## src/rtl/apb_busint_n.sv

```systemverilog
// apb_busint_n: parametrised APB slave front-end.
// Decodes Paddr select bits to NUM_CH channel enables with wait-state insertion.
module apb_busint_n #(
  parameter int NUM_CH      = 3,
  parameter int SEL_W       = 2,
  parameter int DATA_W      = 32,
  parameter int WAIT_STATES = 0
) (
  input  logic                     i_Pclk,
  input  logic                     i_Preset,
  input  logic [31:0]              i_Paddr,
  input  logic                     i_Psel,
  input  logic                     i_Penable,
  input  logic                     i_Pwrite,
  input  logic [DATA_W-1:0]        i_Pwdata,
  input  logic [NUM_CH*DATA_W-1:0] i_Ch_Rdata,
  output logic [DATA_W-1:0]        o_Prdata,
  output logic                     o_Pready,
  output logic                     o_Pslverr,
  output logic [NUM_CH-1:0]        o_Ch_En,
  output logic                     o_Ch_Wr,
  output logic [DATA_W-1:0]        o_Wdata
);

  typedef enum logic {IDLE, ACCESS} state_t;

  localparam logic [3:0] WS = 4'(WAIT_STATES);

  state_t              st_q, st_d;
  logic [3:0]          cnt_q, cnt_d;
  logic [SEL_W-1:0]    idx_q, idx_d;
  logic                wr_q, wr_d;
  logic [DATA_W-1:0]   wd_q, wd_d;

  logic [DATA_W-1:0]   prdata_d;
  logic                pready_d;
  logic                pslverr_d;
  logic [NUM_CH-1:0]   ch_en_d;
  logic                ch_wr_d;
  logic [DATA_W-1:0]   wdata_d;

  logic [SEL_W-1:0]    cur_idx;
  logic                cur_wr;
  logic [DATA_W-1:0]   cur_wd;
  logic [DATA_W-1:0]   cur_rd;
  logic [NUM_CH-1:0]   cur_en;
  logic                cur_map;
  logic                fin;

  logic                unused_addr;
  assign unused_addr = ^i_Paddr[31-SEL_W:0];

  // In IDLE the transfer is described by the bus; afterwards by the latches.
  assign cur_idx = (st_q == IDLE) ? i_Paddr[31 -: SEL_W] : idx_q;
  assign cur_wr  = (st_q == IDLE) ? i_Pwrite : wr_q;
  assign cur_wd  = (st_q == IDLE) ? i_Pwdata : wd_q;

  always_comb begin
    cur_rd = '0;
    cur_en = '0;
    for (int k = 0; k < NUM_CH; k++) begin
      if (cur_idx == SEL_W'(k)) begin
        cur_rd    = i_Ch_Rdata[k*DATA_W +: DATA_W];
        cur_en[k] = 1'b1;
      end
    end
  end

  assign cur_map = |cur_en;

  always_comb begin
    st_d      = st_q;
    cnt_d     = cnt_q;
    idx_d     = idx_q;
    wr_d      = wr_q;
    wd_d      = wd_q;
    prdata_d  = '0;
    pready_d  = 1'b0;
    pslverr_d = 1'b0;
    ch_en_d   = '0;
    ch_wr_d   = 1'b0;
    wdata_d   = o_Wdata;
    fin       = 1'b0;
    unique case (st_q)
      IDLE: begin
        if (i_Psel && !i_Penable) begin
          st_d    = ACCESS;
          cnt_d   = '0;
          idx_d   = cur_idx;
          wr_d    = i_Pwrite;
          wd_d    = i_Pwdata;
          ch_en_d = cur_en;
          fin     = !cur_map || (WS == 4'd0);
        end
      end
      ACCESS: begin
        // Completion or abort both end the transfer; a SETUP here is dropped.
        if (o_Pready || !i_Psel) begin
          st_d = IDLE;
        end else begin
          cnt_d   = cnt_q + 4'd1;
          ch_en_d = cur_en;
          fin     = (cnt_d == WS);
        end
      end
    endcase
    if (fin) begin
      pready_d  = 1'b1;
      pslverr_d = !cur_map;
      if (cur_map && !cur_wr) prdata_d = cur_rd;
      if (cur_map && cur_wr) begin
        ch_wr_d = 1'b1;
        wdata_d = cur_wd;
      end
    end
  end

  always_ff @(posedge i_Pclk or posedge i_Preset) begin
    if (i_Preset) begin
      st_q      <= IDLE;
      cnt_q     <= '0;
      idx_q     <= '0;
      wr_q      <= 1'b0;
      wd_q      <= '0;
      o_Prdata  <= '0;
      o_Pready  <= 1'b0;
      o_Pslverr <= 1'b0;
      o_Ch_En   <= '0;
      o_Ch_Wr   <= 1'b0;
      o_Wdata   <= '0;
    end else begin
      st_q      <= st_d;
      cnt_q     <= cnt_d;
      idx_q     <= idx_d;
      wr_q      <= wr_d;
      wd_q      <= wd_d;
      o_Prdata  <= prdata_d;
      o_Pready  <= pready_d;
      o_Pslverr <= pslverr_d;
      o_Ch_En   <= ch_en_d;
      o_Ch_Wr   <= ch_wr_d;
      o_Wdata   <= wdata_d;
    end
  end

endmodule

```

## config.mk

```make
export PLATFORM = sky130hd
export DESIGN_NAME = apb_busint_n
export DESIGN_NICKNAME = d
export VERILOG_FILES = /design/src/rtl/apb_busint_n.sv
export SDC_FILE = /design/constraint.sdc
export NUM_CORES = 1
export LEC_CHECK = 0
export BUFFER_PORTS_ARGS = -buffer_cell sky130_fd_sc_hd__buf_2
export CAP_MARGIN = 5
export CELL_PAD_IN_SITES_DETAIL_PLACEMENT = 0
export CELL_PAD_IN_SITES_GLOBAL_PLACEMENT = 2
export CORE_ASPECT_RATIO = 1.4
export CORE_UTILIZATION = 25
export CTS_BUF_LIST = sky130_fd_sc_hd__clkbuf_2 sky130_fd_sc_hd__clkbuf_4 sky130_fd_sc_hd__clkbuf_8
export DETAILED_ROUTE_END_ITERATION = 8
export PLACE_DENSITY = 0.69
export SYNTH_ARGS = -nofsm -noshare
export SYNTH_HDL_FRONTEND = slang
export SYNTH_SLANG_ARGS = --single-unit
```

## constraint.sdc

```tcl
create_clock -name i_Pclk -period 9.2 [get_ports i_Pclk]
set_input_delay 1.38 -clock i_Pclk [delete_from_list [all_inputs] [get_ports i_Pclk]]
set_output_delay 1.38 -clock i_Pclk [all_outputs]
set_load 0.02 [all_outputs]
```

==> impl_metrics.py, run 1 <==
metrics = {
    "outcome": {
        "outcome": "completed",
    },
    "finish": {
        "syn2layout_area_growth_pct": 28.5,
        "final_core_util_pct": 32.8,
        "post_route_cells_drive_above_1_share_pct": 50.1,
        "multi_input_comb_area_um2": 2180,
        "num_antenna_cells": 0,
        "design.final.nets": 804,
        "area.sequential_um2": 2750,
        "final.fill_count": 2061,
    },
    "global_route": {
        "maximum_number_of_pins_on_one_net_before_global_route_repair": 61,
        "grt-ovfl-total": 0,
        "first_global_vias": 4402,
        "wire_length_of_the_first_global_routing_pass_um": 22000,
        "grt_use_total_pct": 13.7,
        "antenna_found_initial": 0,
    },
    "clock_network": {
        "clock_tree_from_tritoncts": "done",
        "worstSkewPairLatency_ns": 0.38,
        "cts_setup_buffers": 0,
        "postCtsHoldBufs": 0,
        "cts_sinks": 110,
        "ctsResizeCount": 0,
        "cts.clk_slew.worst_paths_ns": 0.10,
        "number_of_cts_inserted_buffers": 9,
        "clk_root_buffer_cell": "sky130_fd_sc_hd__clkbuf_8",
        "cts-root-to-sink-buffers": 2,
        "ctsHtreeMaxLevel": 3,
    },
    "floorplanning": {
        "std_cell_rows": 61,
        "chip_height_um": 171,
        "io_pins": 235,
        "dieWidth_um": 122,
        "fp.dieArea_um2": 20900,
        "initial_core_util_pct": 25.5,
        "core-area_um2": 19900,
    },
    "timing": {
        "worst_max_slew_pin_slew_ns": 1.05,
        "setup_violations": 0,
        "finalMaxSlewViolations": 0,
        "fin_crit_share_pct": 31.1,
        "peak_clock_frequency_supported_by_timing_mhz": 349,
        "setup-tns-final_ns": 0,
        "timing.final.crit_period_ns": 2.86,
        "grt_setup_unrepaired": "no",
        "slew-limit-headroom_pct": 28.5,
        "fin_worst_skew_ns": 0.0173,
        "total_count_of_hold_check_failures_in_the_final_report": 0,
    },
    "logic_synthesis": {
        "syn-instance-count": 447,
        "synth_area_um2": 5080,
        "synth_sequential_area_ratio_pct": 54.2,
        "postSynth.asyncResetShare_pct": 100,
        "synth_cell_type_count": 34,
        "flops_latches_synth": 110,
        "edff_count_synth": 0,
        "synth_nets": 613,
        "synthesis.area_per_instance_um2": 11.4,
        "ys_dominant_reg_cell": "sky130_fd_sc_hd__dfrtp_1",
        "synth.yosys.warnings": 0,
    },
    "route": {
        "post_drt_via_cell_ratio": 4.53,
        "drcViolationCount": 0,
        "first_iter_violations": 154,
        "drt_pass1_iterations": 4,
        "drtAntennaViolNets": 0,
        "detail_route.wirelength_um": 13700,
        "detailroute.via_count": 4054,
        "routedWlPerCell_um": 15.3,
    },
    "min_path": {
        "timing.hold.worst.start": "wd_q[24]",
        "timing.hold.worst_endpoint": "wd_q[24]",
        "whs_path_depth": 2,
        "hp-class": "flip-flop to flip-flop",
    },
    "critical_path": {
        "cp_slowest_cell": "sky130_fd_sc_hd__buf_4",
        "critical_path.startpoint_type": "primary input",
        "regToRegEndpoint": "o_Wdata[31]",
        "timing.critical_path.to_type": "flip-flop",
        "timing.critical_path.fanout_max": 33,
        "critPathMaxStageDelay_ns": 0.45,
        "critical_path_arrival_ns": 3.13,
        "crit-reg2reg-launch": "st_q",
        "reg_to_reg_setup_timing_slack_ns": 6.38,
        "critical_path.cell_chain": "buf_2 > mux2_4 > o211ai_2 > a211oi_4 > buf_4 > mux2_2",
        "required_time_of_the_worst_setup_path_ns": 9.46,
        "cp.buffers_inverters": 2,
        "kind_of_cell_with_the_highest_combined_delay_on_the_critical_path": "multiplexers",
        "setup.worst_path.class": "primary input to flip-flop",
        "reg2regPathDepth": 6,
    },
    "flow_run": {
        "max-cap-violations": 0,
    },
    "placed_design": {
        "io_buffers": 204,
        "detailed_place_hpwl_um": 9470,
        "final_gp_congestion": 0.723,
    },
    "power_and_ir_drop": {
        "irDropWorstVdd_mv": 0.0618,
        "pwr_density_cell_nw_per_um2": 206,
        "p_leak_nw": 3.31,
    },
}
[worst max-delay path by stage]
stage                       end  depth (start not counted)  slack [ns]      from
floorplan              cnt_q[0]                          1        4.92  i_Preset
global placement    o_Wdata[29]                          6        5.90  i_Pwrite
CTS                 o_Wdata[24]                          6        6.27      st_q
global route        o_Wdata[30]                          6        6.16      st_q
finish              o_Wdata[31]                          6        6.34  i_Pwrite
detailed placement   o_Wdata[3]                          6        5.87  i_Pwrite
[metrics by stage]
stage	power (mW)	setup WS [ns]	instances	instance area (um2)	hold slack, ns
2_1_floorplan	0.925	4.92	447	5080	0.440
3_3_place_gp	1.07	5.90	879	6350	0.452
3_5_place_dp	1.08	5.87	879	6350	0.458
4_1_cts	1.37	6.27	895	6530	0.483
5_1_grt	1.44	6.16	895	6530	0.506
6_report	1.35	6.34	895	6530	0.475
[cell families after synthesis]
kind of cell               Yosys count  synth area share [%]
xor gates and xnor gates             2                 0.345
buffers and inverters               35                  3.50
and+or+nand+nor                    158                  13.3
muxes                               99                  22.0
DFF                                110                  54.2
adders and majority gates            1                 0.246
AOI/OAI and AO/OA                   42                  6.40
[synth_stat cells, types with 2 or more instances]
master | count | area share (%)
sky130_fd_sc_hd__inv_1 | 3 | 0.22
sky130_fd_sc_hd__dfrtp_1 | 110 | 54
sky130_fd_sc_hd__nor3b_1 | 2 | 0.30
sky130_fd_sc_hd__nor2b_1 | 2 | 0.25
sky130_fd_sc_hd__a22oi_1 | 33 | 4.9
sky130_fd_sc_hd__buf_6 | 4 | 0.89
sky130_fd_sc_hd__buf_2 | 10 | 0.99
sky130_fd_sc_hd__buf_1 | 3 | 0.22
sky130_fd_sc_hd__nand2_1 | 109 | 8.1
sky130_fd_sc_hd__o21ai_0 | 3 | 0.30
sky130_fd_sc_hd__nor2_1 | 3 | 0.22
sky130_fd_sc_hd__and3b_1 | 2 | 0.34
sky130_fd_sc_hd__nand3_1 | 3 | 0.30
sky130_fd_sc_hd__clkbuf_1 | 14 | 1.0
sky130_fd_sc_hd__and3_1 | 2 | 0.25
sky130_fd_sc_hd__nor3_1 | 32 | 3.2
sky130_fd_sc_hd__mux2_2 | 84 | 19
sky130_fd_sc_hd__mux2_1 | 12 | 2.7
[cell usage in the layout, fill, tap and decap left out, drive strengths merged, types with 2 or more instances in the layout]
cell type  instances
a22oi             33
and3               2
and3b              2
buf              212
clkbuf            10
clkinv             3
dfrtp            110
inv                5
mux2              97
mux2i              2
nand2            109
nand3              3
nor2               3
nor2b              2
nor3              32
nor3b              2
o21ai              3
[tightest hold or removal path, cell delays in order (launching register included)]
cell and delay, ns:
sky130_fd_sc_hd__dfrtp_1 0.35, sky130_fd_sc_hd__nand2_1 0.05, sky130_fd_sc_hd__nand2_1 0.05
[layer usage]
metal,global-route usage [%],vias to the layer above,part of all wire [%]
li1,-,1935,-
met3,4.27,15,7.3
met4,5.25,0,1.8
met1,14.6,1956,39
met5,0,-,0
met2,24.7,148,52
[cell type report]
type                       count  area share, %
timing repair buffer         212           16.6
inverter                       3          0.211
multi-input combinational    302           33.5
clock buffer                  10           2.11
tap                          252           4.83
sequential                   110           42.2
clock inverter                 6          0.671
[flip-flops by register name (all words and copies together) (netlist names)]
register / flops
wr_q: 1
o_Pready: 1
st_q: 1
cnt_q: 4
o_Prdata: 32
wd_q: 32
o_Pslverr: 1
idx_q: 2
o_Ch_Wr: 1
o_Wdata: 32
o_Ch_En: 3
[power by group]
| part | internal (mW) | leakage, nW | switching (mW) | total [mW] |
|---|---|---|---|---|
| clock | 0.108 | 0.0930 | 0.173 | 0.281 |
| combinational | 0.186 | 1.80 | 0.245 | 0.430 |
| sequential | 0.584 | 1.41 | 0.0498 | 0.634 |
| total | 0.878 | 3.31 | 0.468 | 1.35 |
(Power assumes the default switching activity.)
==> run 2, diff against run 1 <==
--- a/config.mk
+++ b/config.mk
@@ -5,15 +5,16 @@
 export SDC_FILE = /design/constraint.sdc
 export NUM_CORES = 1
 export LEC_CHECK = 0
+export ABC_AREA = 1
 export BUFFER_PORTS_ARGS = -buffer_cell sky130_fd_sc_hd__buf_2
 export CAP_MARGIN = 5
 export CELL_PAD_IN_SITES_DETAIL_PLACEMENT = 0
 export CELL_PAD_IN_SITES_GLOBAL_PLACEMENT = 2
 export CORE_ASPECT_RATIO = 1.4
-export CORE_UTILIZATION = 25
+export CORE_UTILIZATION = 23
 export CTS_BUF_LIST = sky130_fd_sc_hd__clkbuf_2 sky130_fd_sc_hd__clkbuf_4 sky130_fd_sc_hd__clkbuf_8
 export DETAILED_ROUTE_END_ITERATION = 8
-export PLACE_DENSITY = 0.69
+export PLACE_DENSITY = 0.74
 export SYNTH_ARGS = -nofsm -noshare
 export SYNTH_HDL_FRONTEND = slang
 export SYNTH_SLANG_ARGS = --single-unit
==> constraint.sdc (replaced) <==
create_clock -name i_Pclk -period 2.6 [get_ports i_Pclk]
set_input_delay 0.39 -clock i_Pclk [delete_from_list [all_inputs] [get_ports i_Pclk]]
set_output_delay 0.39 -clock i_Pclk [all_outputs]
set_load 0.02 [all_outputs]
==> impl_metrics.py, run 2 <==
metrics = {
    "floorplanning": {
        "chip_height_um": 180,
        "initial_core_util_pct": 23.6,
        "std_cell_rows": 64,
        "core-area_um2": 22100,
        "fp.dieArea_um2": 23300,
        "dieWidth_um": 129,
        "io_pins": 235,
    },
    "route": {
        "drtAntennaViolNets": 0,
        "first_iter_violations": 199,
        "routedWlPerCell_um": 13.0,
        "detail_route.wirelength_um": 15400,
        "top_layer": "met5",
        "wl_met3_um": 1170,
        "met2_wirelength_um": 7720,
        "drcViolationCount": 0,
        "post_drt_via_cell_ratio": 3.98,
        "wl_met1_um": 6330,
        "drt_pass1_iterations": 6,
        "detailroute.via_count": 4719,
    },
    "logic_synthesis": {
        "postSynth.asyncResetShare_pct": 100,
        "synth_sequential_area_ratio_pct": 52.7,
        "synth.area.top_cells": "sky130_fd_sc_hd__dfrtp_1 (53%), sky130_fd_sc_hd__nand2_1 (17%), sky130_fd_sc_hd__nor2_1 (7.7%)",
        "synth_area_um2": 5230,
        "share_of_the_synthesized_area_in_the_top_cell_type_pct": 52.7,
        "synthesis.area_per_instance_um2": 7.58,
        "synth_nets": 855,
        "synth_top_cell_by_area": "sky130_fd_sc_hd__dfrtp_1",
        "synth.yosys.warnings": 0,
        "flops_latches_synth": 110,
        "edff_count_synth": 0,
        "netlist_top_cells_count": "sky130_fd_sc_hd__nand2_1 (237), sky130_fd_sc_hd__dfrtp_1 (110), sky130_fd_sc_hd__nor2_1 (107)",
        "synthMostInstantiatedCell": "sky130_fd_sc_hd__nand2_1",
        "synth_cell_type_count": 24,
        "ys_dominant_reg_cell": "sky130_fd_sc_hd__dfrtp_1",
        "syn-instance-count": 689,
    },
    "finish": {
        "post_route_cells_drive_above_1_share_pct": 27.8,
        "reg.largest.list": "o_Prdata (32), o_Wdata (32), wd_q (32)",
        "final.fill_count": 2517,
        "syn2layout_area_growth_pct": 28.6,
        "layout_common_cells": "sky130_fd_sc_hd__nand2_1 (237), sky130_fd_sc_hd__buf_2 (204), sky130_fd_sc_hd__dfrtp_1 (109)",
        "design_area_um2": 6720,
        "design.final.nets": 1049,
        "most_common_cell_after_layout_fill_and_taps_aside": "sky130_fd_sc_hd__nand2_1",
    },
    "power_and_ir_drop": {
        "irDropWorstVdd_mv": 0.195,
        "p_leak_nw": 3.91,
        "totalPowerFinal_mw": 4.49,
        "pwr_density_cell_nw_per_um2": 669,
    },
    "placed_design": {
        "detailed_place_hpwl_um": 11000,
        "io_buffers": 204,
        "final_gp_congestion": 0.711,
        "area_after_detailed_placement_um2": 6530,
    },
    "critical_path": {
        "cp.buffers_inverters": 2,
        "critPathMostFrequentCell": "sky130_fd_sc_hd__nor2_1",
        "cp_slowest_cell": "sky130_fd_sc_hd__dfrtp_2",
        "timing.critical_path.to_type": "flip-flop",
        "timing.critical_path.fanout_max": 24,
        "critPathMaxStageDelay_ns": 0.66,
        "required_time_of_the_worst_setup_path_ns": 2.86,
        "critical_path_arrival_ns": 2.21,
        "critical_path.startpoint_type": "flip-flop",
        "setup.worst_path.class": "flip-flop to flip-flop",
        "kind_of_cell_with_the_highest_combined_delay_on_the_critical_path": "flip-flops",
        "critical_path.cell_chain": "nand2_1 > o21ai_1 > nor2_2 > buf_4 > inv_2 > nor2_1 > nor2_1 > nor2_1",
    },
    "timing": {
        "grt_setup_unrepaired": "no",
        "slew-limit-headroom_pct": 63.1,
        "setup_violations": 0,
        "fin_worst_skew_ns": 0.0230,
        "setup-tns-final_ns": 0,
        "finalMaxSlewViolations": 0,
        "peak_clock_frequency_supported_by_timing_mhz": 513,
        "worst_max_slew_pin_slew_ns": 0.553,
        "fin_crit_share_pct": 75.0,
        "timing.final.crit_period_ns": 1.95,
        "total_count_of_hold_check_failures_in_the_final_report": 0,
    },
    "global_route": {
        "first_global_vias": 4705,
        "grt-ovfl-total": 0,
        "antenna_found_initial": 3,
        "wire_length_of_the_first_global_routing_pass_um": 24700,
        "grt_use_total_pct": 13.9,
        "maximum_number_of_pins_on_one_net_before_global_route_repair": 54,
    },
    "min_path": {
        "hp-class": "primary input to flip-flop",
    },
    "clock_network": {
        "ctsHtreeMaxLevel": 3,
        "number_of_cts_inserted_buffers": 9,
        "cts_sinks": 110,
        "clk_root_buffer_cell": "sky130_fd_sc_hd__clkbuf_8",
        "cts-root-to-sink-buffers": 2,
        "cts.clk_slew.worst_paths_ns": 0.11,
        "worstSkewPairLatency_ns": 0.39,
        "clock_tree_from_tritoncts": "done",
        "cts_setup_buffers": 0,
    },
    "flow_run": {
        "max-cap-violations": 0,
    },
    "outcome": {
        "outcome": "completed",
    },
}
[run 2: per-stage QoR]
| step | util, % | setup WS (ns) | hold WS [ns] | std cells |
|---|---|---|---|---|
| detailed placement | 29.5 | 0.586 | 0.394 | 1168 |
| floorplan | - | 0.881 | 0.453 | 689 |
| finish | 30.4 | 0.649 | 0.271 | 1186 |
| global route | 30.4 | 0.408 | 0.237 | 1185 |
| CTS | 30.4 | 0.562 | 0.238 | 1185 |
| global placement | 29.5 | 0.587 | 0.394 | 1168 |
[run 2: cells by family (layout without fill, tap and decap cells)]
logic type,count (synthesis),after routing,synth area share [%]
buffers and inverters,115,314,10.0
AOI/OAI and AO/OA,75,75,7.38
adders and majority gates,1,1,0.239
and+or+nand+nor,388,388,29.7
DFF,110,110,52.7
other,0,1,0
[run 2: per-layer routing]
layer	track usage, %	vias to the layer above
met5	0	-
met4	4.24	2
met3	4.28	14
met2	24.9	154
met1	15.5	2078
li1	-	2471
[run 2: final timing paths]
kind	endpoint	depth (start not counted)	slack (ns)	start
worst max-delay path	o_Prdata[22]	8	0.65	st_q
worst min-delay path	wd_q[10]	3	0.27	i_Pwdata[10]
worst max register to register	o_Prdata[22]	8	0.65	st_q
worst min register to register	o_Wdata[30]	2	0.47	o_Wdata[30]
max in group asynchronous	o_Prdata[31]	4	1.47	i_Preset
min in group asynchronous	o_Prdata[6]	3	0.51	i_Preset
[run 2: area by class of cell]
class                      count  area [um2]  area share [%]
clock buffer                  12         146            2.18
sequential                   110        2750            41.0
antenna                        1        2.50          0.0372
tap                          297         372            5.53
multi-input combinational    464        1950            29.1
inverter                      79         300            4.47
timing repair buffer         219        1160            17.3
clock inverter                 4        32.5           0.484
[run 2: worst register-to-register path, delay by kind of cell (launching register included)]
kind                   cells  cell delay [ns]
AND/OR/NAND/NOR            5             0.45
AO/OA/AOI/OAI              1             0.21
buffers and inverters      2             0.52
flip-flops                 1             0.66
[run 2: what timing repair did]
action,4_1_cts,5_1_grt
resized for setup,0,0
hold buffers,1,0
hold endpoints to repair,10,0
[run 2: where the power goes]
part	total (mW)	switching, mW	internal, mW
Sequential	2.17	0.162	2.01
Clock	1.00	0.612	0.388
Combinational	1.32	0.860	0.459
Total	4.49	1.63	2.86
